===== src/rtl/proc_host_seq_if.sv =====
// Bus interface between the host sequencer and its environment.
// Groups the source stream (in_*), result stream (out_*), the processor
// status handshake (status/proc_status) and the data-memory port (dm_*,
// host_own).
//   master : sequencer side (drives in_ready, out_*, status, host_own, dm_addr/wdata/we)
//   slave  : environment side (source, sink, processor, data memory)
interface proc_host_seq_if #(
    parameter int unsigned ADDR_W = 16
);
    logic [7:0]        in_data;
    logic              in_valid;
    logic              in_ready;
    logic [7:0]        out_data;
    logic              out_valid;
    logic              out_ready;
    logic [1:0]        status;
    logic [1:0]        proc_status;
    logic              host_own;
    logic [ADDR_W-1:0] dm_addr;
    logic [7:0]        dm_wdata;
    logic              dm_we;
    logic [7:0]        dm_rdata;

    modport master (
        input  in_data, in_valid, out_ready, proc_status, dm_rdata,
        output in_ready, out_data, out_valid, status, host_own,
               dm_addr, dm_wdata, dm_we
    );

    modport slave (
        output in_data, in_valid, out_ready, proc_status, dm_rdata,
        input  in_ready, out_data, out_valid, status, host_own,
               dm_addr, dm_wdata, dm_we
    );
endinterface


===== src/rtl/proc_host_seq.sv =====
// Host-side sequencer for the downsampling processor.
// Loads a source image into data memory, requests a processor run, waits
// for running then idle, and streams the result region back out.
// Ports:
//   clk, rst_n : clock, asynchronous active-low reset
//   go         : pulse, starts a load/run/dump sequence (only seen in IDLE)
//   busy       : high in every state except IDLE
//   done       : one-cycle pulse when the dump completes
//   err        : sticky start-timeout flag, cleared by the next accepted go
//   bus        : streams, processor handshake and data-memory port (master)
module proc_host_seq #(
    parameter int unsigned       ADDR_W        = 16,
    parameter logic [ADDR_W-1:0] LOAD_LAST     = 16'd65535,
    parameter logic [ADDR_W-1:0] DUMP_BASE     = 16'd0,
    parameter logic [ADDR_W-1:0] DUMP_LAST     = 16'd16383,
    parameter int unsigned       START_TIMEOUT = 16
) (
    input  logic                   clk,
    input  logic                   rst_n,
    input  logic                   go,
    output logic                   busy,
    output logic                   done,
    output logic                   err,
    proc_host_seq_if.master        bus
);

    localparam int unsigned TMO_W = (START_TIMEOUT > 2) ? $clog2(START_TIMEOUT) : 1;

    typedef enum logic [2:0] {
        S_IDLE,
        S_LOAD,
        S_START,
        S_RUN,
        S_DUMP_ADDR,
        S_DUMP_HOLD,
        S_FIN,
        S_ERR
    } state_t;

    state_t            state;
    logic [ADDR_W-1:0] addr;
    logic [TMO_W-1:0]  tcnt;
    logic              in_ready_q;
    logic [1:0]        status_q;
    logic              host_own_q;
    logic              out_valid_q;
    logic [7:0]        out_data_q;
    logic              busy_q;
    logic              done_q;
    logic              err_q;

    // Write strobe follows the source handshake directly so a byte lands in
    // memory on the same edge it is accepted.
    assign bus.dm_we     = (state == S_LOAD) & bus.in_valid;
    assign bus.dm_addr   = addr;
    assign bus.dm_wdata  = bus.in_data;
    assign bus.in_ready  = in_ready_q;
    assign bus.status    = status_q;
    assign bus.host_own  = host_own_q;
    assign bus.out_valid = out_valid_q;
    assign bus.out_data  = out_data_q;
    assign busy          = busy_q;
    assign done          = done_q;
    assign err           = err_q;

    // Sequencer FSM; every output register is updated on the transition
    // into the state that owns its value.
    always_ff @(posedge clk or negedge rst_n) begin
        if (!rst_n) begin
            state       <= S_IDLE;
            addr        <= '0;
            tcnt        <= '0;
            in_ready_q  <= 1'b0;
            status_q    <= 2'b00;
            host_own_q  <= 1'b1;
            out_valid_q <= 1'b0;
            out_data_q  <= 8'h00;
            busy_q      <= 1'b0;
            done_q      <= 1'b0;
            err_q       <= 1'b0;
        end else begin
            done_q <= 1'b0;
            case (state)
                S_IDLE: begin
                    if (go) begin
                        state      <= S_LOAD;
                        addr       <= '0;
                        err_q      <= 1'b0;
                        in_ready_q <= 1'b1;
                        busy_q     <= 1'b1;
                    end
                end
                S_LOAD: begin
                    if (bus.in_valid) begin
                        if (addr == LOAD_LAST) begin
                            state      <= S_START;
                            in_ready_q <= 1'b0;
                            status_q   <= 2'b01;
                            host_own_q <= 1'b0;
                            tcnt       <= '0;
                        end else begin
                            addr <= addr + ADDR_W'(1);
                        end
                    end
                end
                S_START: begin
                    if (bus.proc_status == 2'b10) begin
                        state    <= S_RUN;
                        status_q <= 2'b00;
                        tcnt     <= '0;
                    end else if (tcnt == TMO_W'(START_TIMEOUT - 1)) begin
                        state      <= S_ERR;
                        status_q   <= 2'b00;
                        host_own_q <= 1'b1;
                        err_q      <= 1'b1;
                        tcnt       <= '0;
                    end else begin
                        tcnt <= tcnt + TMO_W'(1);
                    end
                end
                S_RUN: begin
                    if (bus.proc_status == 2'b00) begin
                        state      <= S_DUMP_ADDR;
                        addr       <= DUMP_BASE;
                        host_own_q <= 1'b1;
                    end
                end
                // Address was launched on entry; capture the read data now.
                S_DUMP_ADDR: begin
                    state       <= S_DUMP_HOLD;
                    out_data_q  <= bus.dm_rdata;
                    out_valid_q <= 1'b1;
                end
                S_DUMP_HOLD: begin
                    if (bus.out_ready) begin
                        out_valid_q <= 1'b0;
                        if (addr == DUMP_LAST) begin
                            state  <= S_FIN;
                            done_q <= 1'b1;
                        end else begin
                            addr  <= addr + ADDR_W'(1);
                            state <= S_DUMP_ADDR;
                        end
                    end
                end
                S_FIN: begin
                    state  <= S_IDLE;
                    busy_q <= 1'b0;
                end
                S_ERR: begin
                    state  <= S_IDLE;
                    busy_q <= 1'b0;
                end
                default: begin
                    state <= S_IDLE;
                end
            endcase
        end
    end

endmodule


===== src/flat_wrapper.sv =====
// flat-port wrapper written by rule: the top's interface ports become plain ports
module proc_host_seq_flat 
#(
    parameter int unsigned       ADDR_W        = 16,
    parameter logic [ADDR_W-1:0] LOAD_LAST     = 16'd65535,
    parameter logic [ADDR_W-1:0] DUMP_BASE     = 16'd0,
    parameter logic [ADDR_W-1:0] DUMP_LAST     = 16'd16383,
    parameter int unsigned       START_TIMEOUT = 16
)
  (clk, rst_n, go, busy, done, err, bus_in_data, bus_in_valid, bus_out_ready, bus_proc_status, bus_dm_rdata, bus_in_ready, bus_out_data, bus_out_valid, bus_status, bus_host_own, bus_dm_addr, bus_dm_wdata, bus_dm_we);
  proc_host_seq_if #(.ADDR_W(ADDR_W)) bus_i ();
  input  logic clk;
  input  logic rst_n;
  input  logic go;
  output logic busy;
  output logic done;
  output logic err;
  input wire logic [$bits(bus_i.in_data)-1:0] bus_in_data;
  input wire logic [$bits(bus_i.in_valid)-1:0] bus_in_valid;
  input wire logic [$bits(bus_i.out_ready)-1:0] bus_out_ready;
  input wire logic [$bits(bus_i.proc_status)-1:0] bus_proc_status;
  input wire logic [$bits(bus_i.dm_rdata)-1:0] bus_dm_rdata;
  output wire logic [$bits(bus_i.in_ready)-1:0] bus_in_ready;
  output wire logic [$bits(bus_i.out_data)-1:0] bus_out_data;
  output wire logic [$bits(bus_i.out_valid)-1:0] bus_out_valid;
  output wire logic [$bits(bus_i.status)-1:0] bus_status;
  output wire logic [$bits(bus_i.host_own)-1:0] bus_host_own;
  output wire logic [$bits(bus_i.dm_addr)-1:0] bus_dm_addr;
  output wire logic [$bits(bus_i.dm_wdata)-1:0] bus_dm_wdata;
  output wire logic [$bits(bus_i.dm_we)-1:0] bus_dm_we;
  assign bus_i.in_data = bus_in_data;
  assign bus_i.in_valid = bus_in_valid;
  assign bus_i.out_ready = bus_out_ready;
  assign bus_i.proc_status = bus_proc_status;
  assign bus_i.dm_rdata = bus_dm_rdata;
  assign bus_in_ready = bus_i.in_ready;
  assign bus_out_data = bus_i.out_data;
  assign bus_out_valid = bus_i.out_valid;
  assign bus_status = bus_i.status;
  assign bus_host_own = bus_i.host_own;
  assign bus_dm_addr = bus_i.dm_addr;
  assign bus_dm_wdata = bus_i.dm_wdata;
  assign bus_dm_we = bus_i.dm_we;
  proc_host_seq #(.ADDR_W(ADDR_W), .LOAD_LAST(LOAD_LAST), .DUMP_BASE(DUMP_BASE), .DUMP_LAST(DUMP_LAST), .START_TIMEOUT(START_TIMEOUT)) u_core (.clk(clk), .rst_n(rst_n), .go(go), .busy(busy), .done(done), .err(err), .bus(bus_i));
endmodule

===== config.mk =====
export PLATFORM = sky130hd
export DESIGN_NAME = proc_host_seq_flat
export DESIGN_NICKNAME = d
export VERILOG_FILES = /design/src/rtl/proc_host_seq_if.sv /design/src/rtl/proc_host_seq.sv /design/src/flat_wrapper.sv
export SDC_FILE = /design/constraint.sdc
export NUM_CORES = 1
export LEC_CHECK = 0
export BUFFER_PORTS_ARGS = -buffer_cell sky130_fd_sc_hd__buf_2
export CORE_ASPECT_RATIO = 0.6
export CORE_UTILIZATION = 45
export CTS_CLUSTER_SIZE = 12
export DETAILED_ROUTE_END_ITERATION = 8
export GPL_TIMING_DRIVEN = 0
export HOLD_SLACK_MARGIN = 0.06
export PLACE_DENSITY = 0.76
export SYNTH_ARGS = -nofsm -noshare
export SYNTH_HDL_FRONTEND = slang
export SYNTH_SLANG_ARGS = --single-unit

===== constraint.sdc =====
create_clock -name clk -period 1.7 [get_ports clk]
set_input_delay 0.34 -clock clk [delete_from_list [all_inputs] [get_ports clk]]
set_output_delay 0.34 -clock clk [all_outputs]
set_load 0.03 [all_outputs]

Word-level counts from Yosys, hierarchy flattened
Cells that the tools add are included.
{ "word_totals": {"reg_bits": 39, "inputBits": 23, "elab_cells": 96} }
{ "classes": {"addsub": 2, "n_eq_ne": 21, "n_mux": 42, "bitwise_logic": 1, "n_reduce_logical": 19} }
{ "ops": {"columns": ["operator", "n"], "rows": [
  ["$mux 16", 6],
  ["$pmux 16 s4", 1],
  ["$mux 3", 7],
  ["$pmux 3 s7", 1],
  ["$add 16x1->16 const B", 1],
  ["$eq 16x14->1 const B", 1],
  ["$eq 16x16->1 const B", 1],
  ["$mux 4", 4],
  ["$ne 2x2->1 const B", 7],
  ["$eq 3x3->1 const B", 4],
  ["$reduce_and 4->1", 3],
  ["$reduce_and 6->1", 2],
  ["$mux 1", 11],
  ["$mux 2", 5],
  ["$reduce_bool 2->1", 5],
  ["$pmux 1 s2", 4],
  ["$pmux 4 s2", 1],
  ["$reduce_and 7->1", 1],
  ["$eq 3x2->1 const B", 2],
  ["$add 4x1->4 const B", 1],
  ["$eq 4x4->1 const B", 1],
  ["$ne 2x1->1 const B", 2],
  ["$pmux 2 s2", 1],
  ["$reduce_and 2->1", 2],
  ["11 further kinds", 11]
]} }

Logic depth before layout (Yosys ltp)
{ "logic_depth": {"depth_word": 4, "depth_mapped": 8, "ltp_nobuf": 7} }

Least setup slack after synthesis
OpenSTA, ideal clock, no wires.
{ "synth_timing": {"kind": "reg2reg", "startpoint": "register u_core.addr[0], in the netlist u_core.bus.dm_addr[0]", "endpoint": "register u_core.addr[5], in the netlist u_core.bus.dm_addr[5]", "setup_ps": 141, "arrival_time_ps": 1915, "path_slack_ps": -355, "stages_incl_launch_ff": 8, "n_path_buf": 1, "period_less_slack_ps": 2055, "cell_sequence": "dfrtp_1 > ha_1 > nand4_1 > nor4_4 > nand2b_1 > nand4_1 > buf_4 > o31ai_1"} }
{ "synth_between": {"elab_chain_cells": 4, "word_cells_on_any_way": 11, "cone_classes": "add/sub: 1; eq/ne: 4; mux: 5; reduce/logical: 1"} }
{ "synth_rtl": {"columns": ["item", "line", "rtl"], "rows": [
  ["start, declared", "proc_host_seq.sv:41", "logic [ADDR_W-1:0] addr;"],
  ["start signal, assigned", "proc_host_seq.sv:102", "addr <= addr + ADDR_W'(1);"],
  ["start signal, assigned", "proc_host_seq.sv:141", "addr <= addr + ADDR_W'(1);"],
  ["$add 16x1->16", "proc_host_seq.sv:102, proc_host_seq.sv:141", null],
  ["$mux 16 (on tied branches)", "proc_host_seq.sv:137, proc_host_seq.sv:95", null],
  ["$mux 16 (on tied branches)", "proc_host_seq.sv:135, proc_host_seq.sv:94", null],
  ["$pmux 16 s4", "proc_host_seq.sv:83", "case (state)"]
]} }
Parallel ways exist; a longest one is shown, timed or not. The select of a mux whose other input is x is not followed.
A chain may end at the register's enable or synchronous reset.

Worst setup path in the final report
{ "layout_timing": {"startpoint": "register u_core.addr[0], in the netlist u_core.bus.dm_addr[0]", "endpoint": "register u_core.addr[9], in the netlist u_core.bus.dm_addr[9]"} }
Same word-level chain as after synthesis.

==> metrics.txt <==
most common flop cell mapped by yosys sky130_fd_sc_hd__dfrtp_1; synthesis-stage register bit count 38; wire per inst 17.11 µm; max-slew violation count 0; worst-case register-to-register setup slack -0.19 ns; Avg Inst Size Synth 9.482 µm²; share of synthesized area occupied by flip-flops and latches 46.07%; highest ir drop seen on vdd 1.141 mV; number of vias per cell after detailed routing 5.627; detailed placer's ending HPWL 3609 µm; clock sink count 38; Area after DPL 0.002454 mm²; RSZ-0062 raised after global routing true; data required time at the worst endpoint 1.87 ns; finished layout cell area 0.003184 mm²; P per Cell Area 1557 mW/mm²; starting density of the core 48.56%; remaining global-route overflow 0; number of global-route vias before repair 1703; initial antenna violation count 0; I/O Buffers 54; area overhead of the layout relative to synthesis 54.06%; TritonCTS clock tree built; clock-pin slew on the worst setup and hold paths 0.08 ns; CTS Root Cell sky130_fd_sc_hd__clkbuf_8; violations in the final reports negative setup slack; total negative slack -2.087 ns; Final ANT Viol Nets 0; number of nets at the end of the flow between 300 and 400; final setup skew 0.006783 ns; total routing usage reported by global routing between 20% and 30%; Critical Path Start Type flip-flop; worst endpoint data arrival time 2.06 ns; Syn Std Cell Area 0.002067 mm²; Power, Total 4.957 mW; CTS H-tree lvls 2; minimum clock period around 1.9 ns; first-pass GRT wire length roughly 8700 µm; clock buffer count from CTS 5; Period Utilization, post-route 111.1%; area of the die 0.004877 mm²; antenna cells 0; # setup viols final 21; die boundary width around 89 µm; number of buffers on the longest clock path 2; clock latency on the worst-skew pair 0.30 ns; worst slew margin relative to its limit 43.62%; Reg2Reg Launch Point u_core.bus.dm_addr[0]; Remaining DRCs 0; HP Class primary input to async pin; largest net degree at the start of global routing 39; number of search-and-repair iterations in the first detailed-routing pass 4; Register-to-Register Path Depth 9; number of synthesis warnings 0; y dimension of the die ~54 µm; highest achievable clock rate around 530 MHz; Critical R2R Capture u_core.bus.dm_addr[9]; Storage cell area 969.7 µm²; cell type of the slowest stage on the worst timing path sky130_fd_sc_hd__dfrtp_2; Net Count, Synth around 240; Leakage Power 1.484 nW; post-cts hold buffer count 0; IO Pins 64; Routed WL around 6500 µm; proportion of synthesized flip-flops having asynchronous set or reset 100.0%; global placer's final weighted congestion 0.8226; PnR worst setup slack -0.1879 ns; Worst Hold Slack 0.1438 ns; maximum fanout count along the critical path 8; count of flip-flops with a built-in enable after synthesis 0; Tightest Pin Transition 0.8457 ns; CORE AREA 0.004257 mm²; pre-CTS setup slack -0.2126 ns; start-to-end type of the worst setup path flip-flop to flip-flop; cell chain of the critical path ha_4 > nand4_1 > buf_6 > nor4_4 > a21oi_2 > nand3_4 > buf_8 > o21ai_2 > o31ai_2; max-capacitance violation count 0; number of fillers in the final layout 273; number of vias in the routed layout 2127; Final Hold Violating Endpoints 0; run status finished with violations; Critical Path Sink u_core.bus.dm_addr[9]; share of post-route cells with drive strength above 1 between 50% and 60%; Detailed Route Iter0 Violations 199; Worst setup startpoint u_core.bus.dm_addr[0]; area taken by multi-input logic gates between 0.001 and 0.0015 mm²; endpoint kind of the worst setup timing path flip-flop; post-synthesis cell count 218; Synth cell types 47; delay of the slowest critical-path stage 0.43 ns; cell row count 18
-- worst min-delay path by stage --
stage / slack (ns) / endpoint / from / cells after the start
after global routing: 0.22 / u_core.busy / rst_n / 1
after floorplan: 0.04 / u_core.bus.dm_addr[0] / rst_n / 0
after detailed placement: 0.47 / u_core.bus.out_valid / u_core.bus.out_valid / 1
after global placement: 0.46 / u_core.bus.out_valid / u_core.bus.out_valid / 1
final: 0.14 / u_core.busy / rst_n / 1
after CTS: 0.19 / u_core.bus.dm_addr[8] / rst_n / 1
-- layer usage --
| layer | vias to the layer above | routed length (µm) | track usage (%) |
|---|---|---|---|
| met3 | 14 | 593 | 6.335 |
| met4 | 0 | 112 | 6.878 |
| met2 | 114 | 2976 | 34.22 |
| met5 | - | 0 | 0 |
| li1 | 988 | - | - |
| met1 | 1011 | 2784 | 37.23 |
-- logic make-up after synthesis --
| family | Yosys count | share of synthesized area [%] |
|---|---|---|
| other | 1 | 0.1814 |
| adder cells (fa/ha/maj) | 2 | 1.210 |
| AND/OR/NAND/NOR | 86 | 22.52 |
| flip-flops | 38 | 46.07 |
| AO/OA/AOI/OAI | 63 | 19.37 |
| buffers and inverters | 19 | 5.872 |
| multiplexers | 8 | 4.359 |
| XOR/XNOR | 1 | 0.4238 |
-- synthesized netlist by cell type (4+ instances only) --
| cell type | instances | area share [%] |
|---|---|---|
| sky130_fd_sc_hd__dfrtp_1 | 37 | 45 |
| sky130_fd_sc_hd__nor2_1 | 19 | 3.5 |
| sky130_fd_sc_hd__nand2_1 | 18 | 3.3 |
| sky130_fd_sc_hd__o21ai_0 | 14 | 3.4 |
| sky130_fd_sc_hd__nand3_1 | 12 | 2.9 |
| sky130_fd_sc_hd__a21oi_1 | 11 | 2.7 |
| sky130_fd_sc_hd__buf_4 | 10 | 3.6 |
| sky130_fd_sc_hd__o31ai_1 | 10 | 3.6 |
| sky130_fd_sc_hd__mux2_2 | 8 | 4.4 |
| sky130_fd_sc_hd__nand2b_1 | 8 | 2.4 |
| sky130_fd_sc_hd__o21ai_1 | 8 | 1.9 |
| sky130_fd_sc_hd__and3_1 | 6 | 1.8 |
| sky130_fd_sc_hd__buf_2 | 4 | 0.97 |
| sky130_fd_sc_hd__nand4_1 | 4 | 1.2 |
| sky130_fd_sc_hd__nor2b_1 | 4 | 1.2 |
-- worst max-delay path, delay by kind of cell, from the launching register on --
| family | cells | cell delay, ns |
|---|---|---|
| buf+inv | 2 | 0.34 |
| compound gates | 3 | 0.49 |
| fa+ha+maj | 1 | 0.16 |
| simple gates | 3 | 0.33 |
| flops | 1 | 0.43 |
-- sequential cells by signal, summed over array words and instances (netlist names) --
name and flops:
u_core.bus.dm_addr 16, u_core.bus.out_data 8, u_core.tcnt 4, u_core.state 3, u_core.bus.host_own 1, u_core.bus.in_ready 1
u_core.bus.out_valid 1, u_core.bus.status 1, u_core.busy 1, u_core.done 1, u_core.err 1
-- placed cells by master (no fill, tap or decap), types with 3 or more instances in the layout --
master	count
sky130_fd_sc_hd__nand3_1	10
sky130_fd_sc_hd__nand4_1	4
sky130_fd_sc_hd__a21oi_1	8
sky130_fd_sc_hd__dfrtp_1	23
sky130_fd_sc_hd__buf_4	42
sky130_fd_sc_hd__o21ai_0	5
sky130_fd_sc_hd__buf_6	10
sky130_fd_sc_hd__a31oi_1	3
sky130_fd_sc_hd__dfrtp_2	14
sky130_fd_sc_hd__o31ai_4	5
sky130_fd_sc_hd__clkbuf_8	5
sky130_fd_sc_hd__nand2b_1	7
sky130_fd_sc_hd__o31ai_2	3
sky130_fd_sc_hd__and3_1	6
sky130_fd_sc_hd__o21ai_1	6
sky130_fd_sc_hd__a21o_1	3
sky130_fd_sc_hd__mux2_2	8
sky130_fd_sc_hd__buf_2	53
sky130_fd_sc_hd__o21ai_4	3
sky130_fd_sc_hd__nor2b_1	3
sky130_fd_sc_hd__nor2_2	3
sky130_fd_sc_hd__nor2_1	15
sky130_fd_sc_hd__nor2_4	4
sky130_fd_sc_hd__nand2_1	16
sky130_fd_sc_hd__a21oi_2	3
sky130_fd_sc_hd__o21ai_2	8
-- per-stage QoR --
| stage | utilization [%] | cells |
|---|---|---|
| floorplan | - | 218 |
| global placement | 57.64 | 332 |
| detailed placement | 57.64 | 332 |
| CTS | 65.08 | 355 |
| global route | 74.81 | 378 |
| finish | 74.81 | 378 |
-- layout make-up --
| type | instances | area share, % |
|---|---|---|
| multi-input combinational | 162 | 41.06 |
| inverter | 2 | 0.2358 |
| tap | 60 | 2.358 |
| timing repair buffer | 92 | 18.47 |
| clock buffer | 7 | 2.397 |
| sequential | 38 | 30.45 |
| clock inverter | 1 | 0.9430 |
| buffer | 16 | 4.086 |
-- power breakdown --
part	internal, mW	switching [mW]
clock	0.440	0.340
sequential	1.13	0.173
combinational	1.16	1.71
-- what timing repair did --
action                                  4_1_cts  5_1_grt
gates cloned                                  2        1
resized for setup                            26       64
endpoints found under the setup margin       23       35
pin swaps                                    10       17
setup buffers                                13       24
Power figures use the tool's default switching activity.
